<file path="config.mk">
export PLATFORM = sky130hd
export DESIGN_NAME = multi_key_debouncer_flat
export DESIGN_NICKNAME = d
export VERILOG_FILES = /design/src/rtl/multi_key_debouncer_if.sv /design/src/rtl/multi_key_debouncer.sv /design/src/flat_wrapper.sv
export SDC_FILE = /design/constraint.sdc
export NUM_CORES = 1
export LEC_CHECK = 0
export ABC_AREA = 0
export CAP_MARGIN = 20
export CORE_ASPECT_RATIO = 1.2
export CORE_UTILIZATION = 45
export CTS_CLUSTER_DIAMETER = 60
export DETAILED_ROUTE_END_ITERATION = 10
export PLACE_DENSITY = 0.61
export REMOVE_ABC_BUFFERS = 1
export SETUP_SLACK_MARGIN = 0.05
export SYNTH_ARGS = -nofsm -noshare
export SYNTH_HDL_FRONTEND = slang
export SYNTH_SLANG_ARGS = --single-unit
</file>
<file path="constraint.sdc">
create_clock -name sys_clk -period 4.3 [get_ports sys_clk]
set_input_delay 0.645 -clock sys_clk [delete_from_list [all_inputs] [get_ports sys_clk]]
set_output_delay 0.645 -clock sys_clk [all_outputs]
set_load 0.1 [all_outputs]
</file>
<file path="src/rtl/multi_key_debouncer_if.sv">
//==============================================================================
// Module      : multi_key_debouncer_if
// Description : Key bus between raw key pins and the debounced key outputs.
// Revision    : 1.0 - initial release
//==============================================================================
`default_nettype none

interface multi_key_debouncer_if #(
    parameter int N_KEYS = 3,
    parameter int KEY_W  = 2
);
    logic [N_KEYS-1:0] key_raw;
    logic [N_KEYS-1:0] key_level;
    logic [N_KEYS-1:0] key_press;
    logic [N_KEYS-1:0] key_release;
    logic [KEY_W-1:0]  key_code;
    logic              key_valid;
    logic              any_pressed;

    // Master drives the raw pins and consumes the debounced results.
    modport master (
        output key_raw,
        input  key_level, key_press, key_release, key_code, key_valid, any_pressed
    );

    modport slave (
        input  key_raw,
        output key_level, key_press, key_release, key_code, key_valid, any_pressed
    );
endinterface

`default_nettype wire

</file>
<file path="src/rtl/multi_key_debouncer.sv">
//==============================================================================
// Module      : multi_key_debouncer
// Description : N-channel key synchroniser/debouncer with press/release pulses,
//               optional auto-repeat and lowest-index press encoder.
// Revision    : 1.0 - initial release
//==============================================================================
`default_nettype none

module multi_key_debouncer #(
    parameter int N_KEYS        = 3,
    parameter int KEY_W         = 2,
    parameter int STABLE_CYCLES = 4,
    parameter int CNT_W         = 20,
    parameter int ACTIVE_HIGH   = 1,
    parameter int REPEAT_EN     = 0,
    parameter int REPEAT_DELAY  = 8,
    parameter int REPEAT_RATE   = 3
) (
    input wire                    sys_clk,
    input wire                    sys_rst_n,
    multi_key_debouncer_if.slave  bus
);

    typedef enum logic [1:0] {
        RELEASED     = 2'd0,
        PRESS_PEND   = 2'd1,
        HELD         = 2'd2,
        RELEASE_PEND = 2'd3
    } state_t;

    localparam logic [N_KEYS-1:0] c_pol_mask    = (ACTIVE_HIGH != 0) ? '0 : '1;
    localparam logic [CNT_W-1:0]  c_stable_last = CNT_W'(STABLE_CYCLES - 1);
    localparam logic [CNT_W-1:0]  c_delay_last  = CNT_W'(REPEAT_DELAY - 1);
    localparam logic [CNT_W-1:0]  c_rate_last   = CNT_W'(REPEAT_RATE - 1);

    logic [N_KEYS-1:0] sync1_q;
    logic [N_KEYS-1:0] sync2_q;
    logic [N_KEYS-1:0] level_d;
    logic [N_KEYS-1:0] press_d;
    logic [N_KEYS-1:0] release_d;
    logic [N_KEYS-1:0] level_q;
    logic [N_KEYS-1:0] press_q;
    logic [N_KEYS-1:0] release_q;
    logic [KEY_W-1:0]  key_code_d;
    logic [KEY_W-1:0]  key_code_q;
    logic              key_valid_d;
    logic              key_valid_q;
    logic              any_pressed_d;
    logic              any_pressed_q;

    always_ff @(posedge sys_clk or negedge sys_rst_n) begin
        if (!sys_rst_n) begin
            sync1_q <= '0;
            sync2_q <= '0;
        end else begin
            sync1_q <= bus.key_raw ^ c_pol_mask;
            sync2_q <= sync1_q;
        end
    end

    for (genvar g = 0; g < N_KEYS; g++) begin : g_chan
        state_t           state_q, state_d;
        logic [CNT_W-1:0] cnt_q, cnt_d;
        logic [CNT_W-1:0] rpt_q, rpt_d;
        logic             rpt_phase_q, rpt_phase_d;
        logic             rpt_fire;
        logic             s;

        assign s = sync2_q[g];

        always_comb begin
            state_d     = state_q;
            cnt_d       = cnt_q;
            rpt_d       = rpt_q;
            rpt_phase_d = rpt_phase_q;
            rpt_fire    = 1'b0;

            case (state_q)
                RELEASED: begin
                    if (s) state_d = PRESS_PEND;
                end
                PRESS_PEND: begin
                    if (!s)                         state_d = RELEASED;
                    else if (cnt_q == c_stable_last) state_d = HELD;
                    else                            cnt_d   = cnt_q + 1'b1;
                end
                HELD: begin
                    if (!s) state_d = RELEASE_PEND;
                end
                RELEASE_PEND: begin
                    if (s)                          state_d = HELD;
                    else if (cnt_q == c_stable_last) state_d = RELEASED;
                    else                            cnt_d   = cnt_q + 1'b1;
                end
                default: state_d = RELEASED;
            endcase

            if (state_d != state_q) cnt_d = '0;

            // Repeat timer only advances while staying in HELD; it is frozen in
            // RELEASE_PEND and cleared once the key leaves the held pair of states.
            if (state_d == RELEASED || state_d == PRESS_PEND) begin
                rpt_d       = '0;
                rpt_phase_d = 1'b0;
            end else if (REPEAT_EN != 0 && state_q == HELD && state_d == HELD) begin
                if (rpt_q == (rpt_phase_q ? c_rate_last : c_delay_last)) begin
                    rpt_fire    = 1'b1;
                    rpt_d       = '0;
                    rpt_phase_d = 1'b1;
                end else begin
                    rpt_d = rpt_q + 1'b1;
                end
            end
        end

        assign level_d[g]   = (state_d == HELD) || (state_d == RELEASE_PEND);
        assign press_d[g]   = ((state_q == PRESS_PEND) && (state_d == HELD)) || rpt_fire;
        assign release_d[g] = (state_q == RELEASE_PEND) && (state_d == RELEASED);

        always_ff @(posedge sys_clk or negedge sys_rst_n) begin
            if (!sys_rst_n) begin
                state_q     <= RELEASED;
                cnt_q       <= '0;
                rpt_q       <= '0;
                rpt_phase_q <= 1'b0;
            end else begin
                state_q     <= state_d;
                cnt_q       <= cnt_d;
                rpt_q       <= rpt_d;
                rpt_phase_q <= rpt_phase_d;
            end
        end
    end

    // Lowest set index wins; the code holds its last value between strobes.
    always_comb begin
        key_code_d = key_code_q;
        for (int i = N_KEYS - 1; i >= 0; i--) begin
            if (press_d[i]) key_code_d = KEY_W'(i);
        end
    end

    assign key_valid_d   = |press_d;
    assign any_pressed_d = |level_d;

    always_ff @(posedge sys_clk or negedge sys_rst_n) begin
        if (!sys_rst_n) begin
            level_q       <= '0;
            press_q       <= '0;
            release_q     <= '0;
            key_code_q    <= '0;
            key_valid_q   <= 1'b0;
            any_pressed_q <= 1'b0;
        end else begin
            level_q       <= level_d;
            press_q       <= press_d;
            release_q     <= release_d;
            key_code_q    <= key_code_d;
            key_valid_q   <= key_valid_d;
            any_pressed_q <= any_pressed_d;
        end
    end

    assign bus.key_level   = level_q;
    assign bus.key_press   = press_q;
    assign bus.key_release = release_q;
    assign bus.key_code    = key_code_q;
    assign bus.key_valid   = key_valid_q;
    assign bus.any_pressed = any_pressed_q;

endmodule

`default_nettype wire

</file>
<file path="src/flat_wrapper.sv">
// flat-port wrapper written by rule: the top's interface ports become plain ports
module multi_key_debouncer_flat 
#(
    parameter int N_KEYS        = 3,
    parameter int KEY_W         = 2,
    parameter int STABLE_CYCLES = 4,
    parameter int CNT_W         = 20,
    parameter int ACTIVE_HIGH   = 1,
    parameter int REPEAT_EN     = 0,
    parameter int REPEAT_DELAY  = 8,
    parameter int REPEAT_RATE   = 3
)
  (sys_clk, sys_rst_n, bus_key_raw, bus_key_level, bus_key_press, bus_key_release, bus_key_code, bus_key_valid, bus_any_pressed);
  multi_key_debouncer_if #(.N_KEYS(N_KEYS), .KEY_W(KEY_W)) bus_i ();
  input wire sys_clk;
  input wire sys_rst_n;
  input wire logic [$bits(bus_i.key_raw)-1:0] bus_key_raw;
  output wire logic [$bits(bus_i.key_level)-1:0] bus_key_level;
  output wire logic [$bits(bus_i.key_press)-1:0] bus_key_press;
  output wire logic [$bits(bus_i.key_release)-1:0] bus_key_release;
  output wire logic [$bits(bus_i.key_code)-1:0] bus_key_code;
  output wire logic [$bits(bus_i.key_valid)-1:0] bus_key_valid;
  output wire logic [$bits(bus_i.any_pressed)-1:0] bus_any_pressed;
  assign bus_i.key_raw = bus_key_raw;
  assign bus_key_level = bus_i.key_level;
  assign bus_key_press = bus_i.key_press;
  assign bus_key_release = bus_i.key_release;
  assign bus_key_code = bus_i.key_code;
  assign bus_key_valid = bus_i.key_valid;
  assign bus_any_pressed = bus_i.any_pressed;
  multi_key_debouncer #(.N_KEYS(N_KEYS), .KEY_W(KEY_W), .STABLE_CYCLES(STABLE_CYCLES), .CNT_W(CNT_W), .ACTIVE_HIGH(ACTIVE_HIGH), .REPEAT_EN(REPEAT_EN), .REPEAT_DELAY(REPEAT_DELAY), .REPEAT_RATE(REPEAT_RATE)) u_core (.sys_clk(sys_clk), .sys_rst_n(sys_rst_n), .bus(bus_i));
endmodule
</file>
==> flow_summary.json <==
{
  "final_cell_mix": "dfrtp_1, nor2_1, xnor2_1",
  "io_pins": 18,
  "cts_resized": 0,
  "root_buffer": "clkbuf_8",
  "worstSkewPairLatency_ps": 350,
  "grt_use_total_pct": 18.6,
  "maxCapViolCount": 0,
  "crit_path_start_kind": "register",
  "clockBufferDepth": 2,
  "netlist_area_mm2": 0.00410,
  "cpPeakStageDelay_ps": 1140,
  "synth_area_leaders": "dfrtp_1, nor2_1, xnor2_1",
  "timing.rr.start": "u_core.g_chan[0].cnt_q[1]$_DFFE_PN0P_",
  "final_antenna_net_count": 0,
  "status": "finished clean",
  "dieHeight_um": 107,
  "slew_headroom_pct": 35.4,
  "area_growth_pct": 12.3,
  "end_kind": "output port",
  "clk_pin_slew_worst_paths_ps": 80,
  "cp_max_fo": 1,
  "drcViolationCount": 0,
  "fillers": 803,
  "routed.top_layer": "met4",
  "finalSetupViolCount": 0,
  "power.density_mw_per_mm2": 486,
  "worstSetupPathType": "reg -> out",
  "grt_pass1_vias": 2918,
  "ys_seq_elements": 85,
  "layout_commonest_cell": "dfrtp_1",
  "synth_top_cell_area_share_pct": 51.8,
  "cts-htree-levels": 3,
  "grt_pass1_wl_mm": 13.6,
  "leakagePower_nw": 1.95,
  "nets": 418,
  "final_hold_viol_count": 0,
  "cts_buffers": 9,
  "die_w_um": 89.2,
  "post_cts_buffers": 0,
  "ir_worst_vdd_uv": 283,
  "finalPower_mw": 2.24,
  "reg2reg_slack_ps": 2130,
  "rsz0062_at_grt": "false",
  "netlist.top_cell.by_area": "dfrtp_1",
  "antenna_found_initial": 0,
  "min_period_ps": 2520,
  "wl_per_cell_um": 14.5,
  "fin_crit_sh_pct": 58.7,
  "skew_ps": 9.82,
  "seq_area_frac_synth_pct": 51.8,
  "critPathTopFamily": "buffers and inverters",
  "die-area_mm2": 0.00950,
  "tns_ps": 0,
  "routabilityCongestion": 0.808,
  "postCtsHoldBufs": 0,
  "grt_max_degree": 51,
  "wl_met2_mm": 3.70,
  "wirelength_mm": 7.72,
  "hold_class": "in -> async",
  "crit_path_start": "u_core.bus.any_pressed$_DFF_PN0_",
  "dp.final_hpwl_mm": 5.21,
  "port_buffers": 17,
  "clock_sinks": 85,
  "cp_num_buf_inv": 1,
  "arrival_ps": 1880,
  "num_rows": 37,
  "cp_slowest_cell": "clkdlybuf4s50_1",
  "worstMarginPinSlew_ps": 966,
  "netlist_instances": 390,
  "cts_tree": "yes",
  "worstPathRequired_ps": 3650,
  "fmax_mhz": 396,
  "yosys_warnings": 0,
  "drt_iter0_drc": 72,
  "synth.distinct_cells": 53,
  "slew_viol_final": 0,
  "drive_gt1_share_pct": 11.8,
  "vias": 2790,
  "diodes": 0,
  "r2r-end": "u_core.bus.any_pressed$_DFF_PN0_",
  "syn_area_per_cell_um2": 10.5,
  "worstRegToRegCells": 6,
  "dr_wl_met3_um": 138,
  "first_pass_iters": 4,
  "start_util_pct": 47.1,
  "met1Wirelength_mm": 3.74,
  "core_mm2": 0.00870,
  "overflow": 0,
  "path_cells": "clkdlybuf4s50_1",
  "viasPerCell": 5.24
}
[metrics by stage]
| step | utilization [%] | worst slack, ps | hold slack [ps] | area (um2) | instances |
|---|---|---|---|---|---|
| after floorplan | - | 2340 | 331 | 4040 | 381 |
| after global placement | 50.1 | 2130 | 334 | 4360 | 516 |
| after detailed placement | 50.1 | 2130 | 342 | 4360 | 516 |
| after CTS | 52.9 | 1770 | 323 | 4610 | 532 |
| after global routing | 52.9 | 1730 | 350 | 4610 | 532 |
| final | 52.9 | 1780 | 293 | 4610 | 532 |
[final cells by class]
| type | count | area [um2] | area share (%) |
|---|---|---|---|
| clock buffer | 13 | 179 | 3.88 |
| multi-input combinational | 287 | 1880 | 40.8 |
| inverter | 9 | 33.8 | 0.733 |
| tap | 117 | 146 | 3.18 |
| clock inverter | 3 | 65.1 | 1.41 |
| timing repair buffer | 18 | 175 | 3.80 |
| sequential | 85 | 2130 | 46.2 |
[registers in the layout, indices dropped and copies added (netlist names), 2 cells and up]
signal and cells:
u_core.bus.key_code 2, u_core.g_chan.state_q 6, u_core.bus.key_level 3, u_core.g_chan.cnt_q 60, u_core.bus.key_press 3, u_core.bus.key_release 3, u_core.sync2_q 3, u_core.sync1_q 3
[synthesized netlist by cell type, drive strengths merged]
master and number:
a211oi 1, a21oi 3, a22o 1, a22oi 1, a32o 1, and2 4
and2b 1, and3 8, and3b 4, and4 2, buf 7, clkbuf 2
dfrtp 85, ha 3, inv 9, mux2 9, mux2i 2, nand2 28
nand2b 1, nand3 21, nand4 13, nor2 72, nor2b 5, nor3 17
nor3b 1, nor4 12, nor4b 6, o2111a 1, o2111ai 1, o211a 1
o211ai 3, o21a 1, o21ai 6, o22ai 2, o2bb2ai 1, or2 1
or3 2, xnor2 30, xor2 22
[layer usage]
| metal | vias up | track usage [%] |
|---|---|---|
| met5 | - | 0 |
| met4 | 0 | 8.39 |
| met3 | 11 | 2.93 |
| met2 | 23 | 29.7 |
| met1 | 1373 | 24.8 |
| li1 | 1383 | - |
[worst max-delay path by stage]
stage          cells after the start                          endpoint  slack (ps)
3_3_place_gp                       6  u_core.bus.any_pressed$_DFF_PN0_        2130
3_5_place_dp                       6  u_core.bus.any_pressed$_DFF_PN0_        2130
2_1_floorplan                      6  u_core.bus.any_pressed$_DFF_PN0_        2340
5_1_grt                            1                   bus_any_pressed        1730
4_1_cts                            1                   bus_any_pressed        1770
6_report                           1                   bus_any_pressed        1780
[where the power goes]
part | total [mW] | switching, mW | internal, mW
sequential | 0.959 | 0.0840 | 0.875
clock | 0.667 | 0.277 | 0.390
combinational | 0.612 | 0.432 | 0.180
[cell families after synthesis]
family / share of synthesized area (%)
AOI/OAI and AO/OA: 4.82
xor gates and xnor gates: 11.3
adders and majority gates: 0.915
buffers and inverters: 2.29
DFF: 51.8
muxes: 3.05
and+or+nand+nor: 25.8
(Power assumes the default switching activity.)
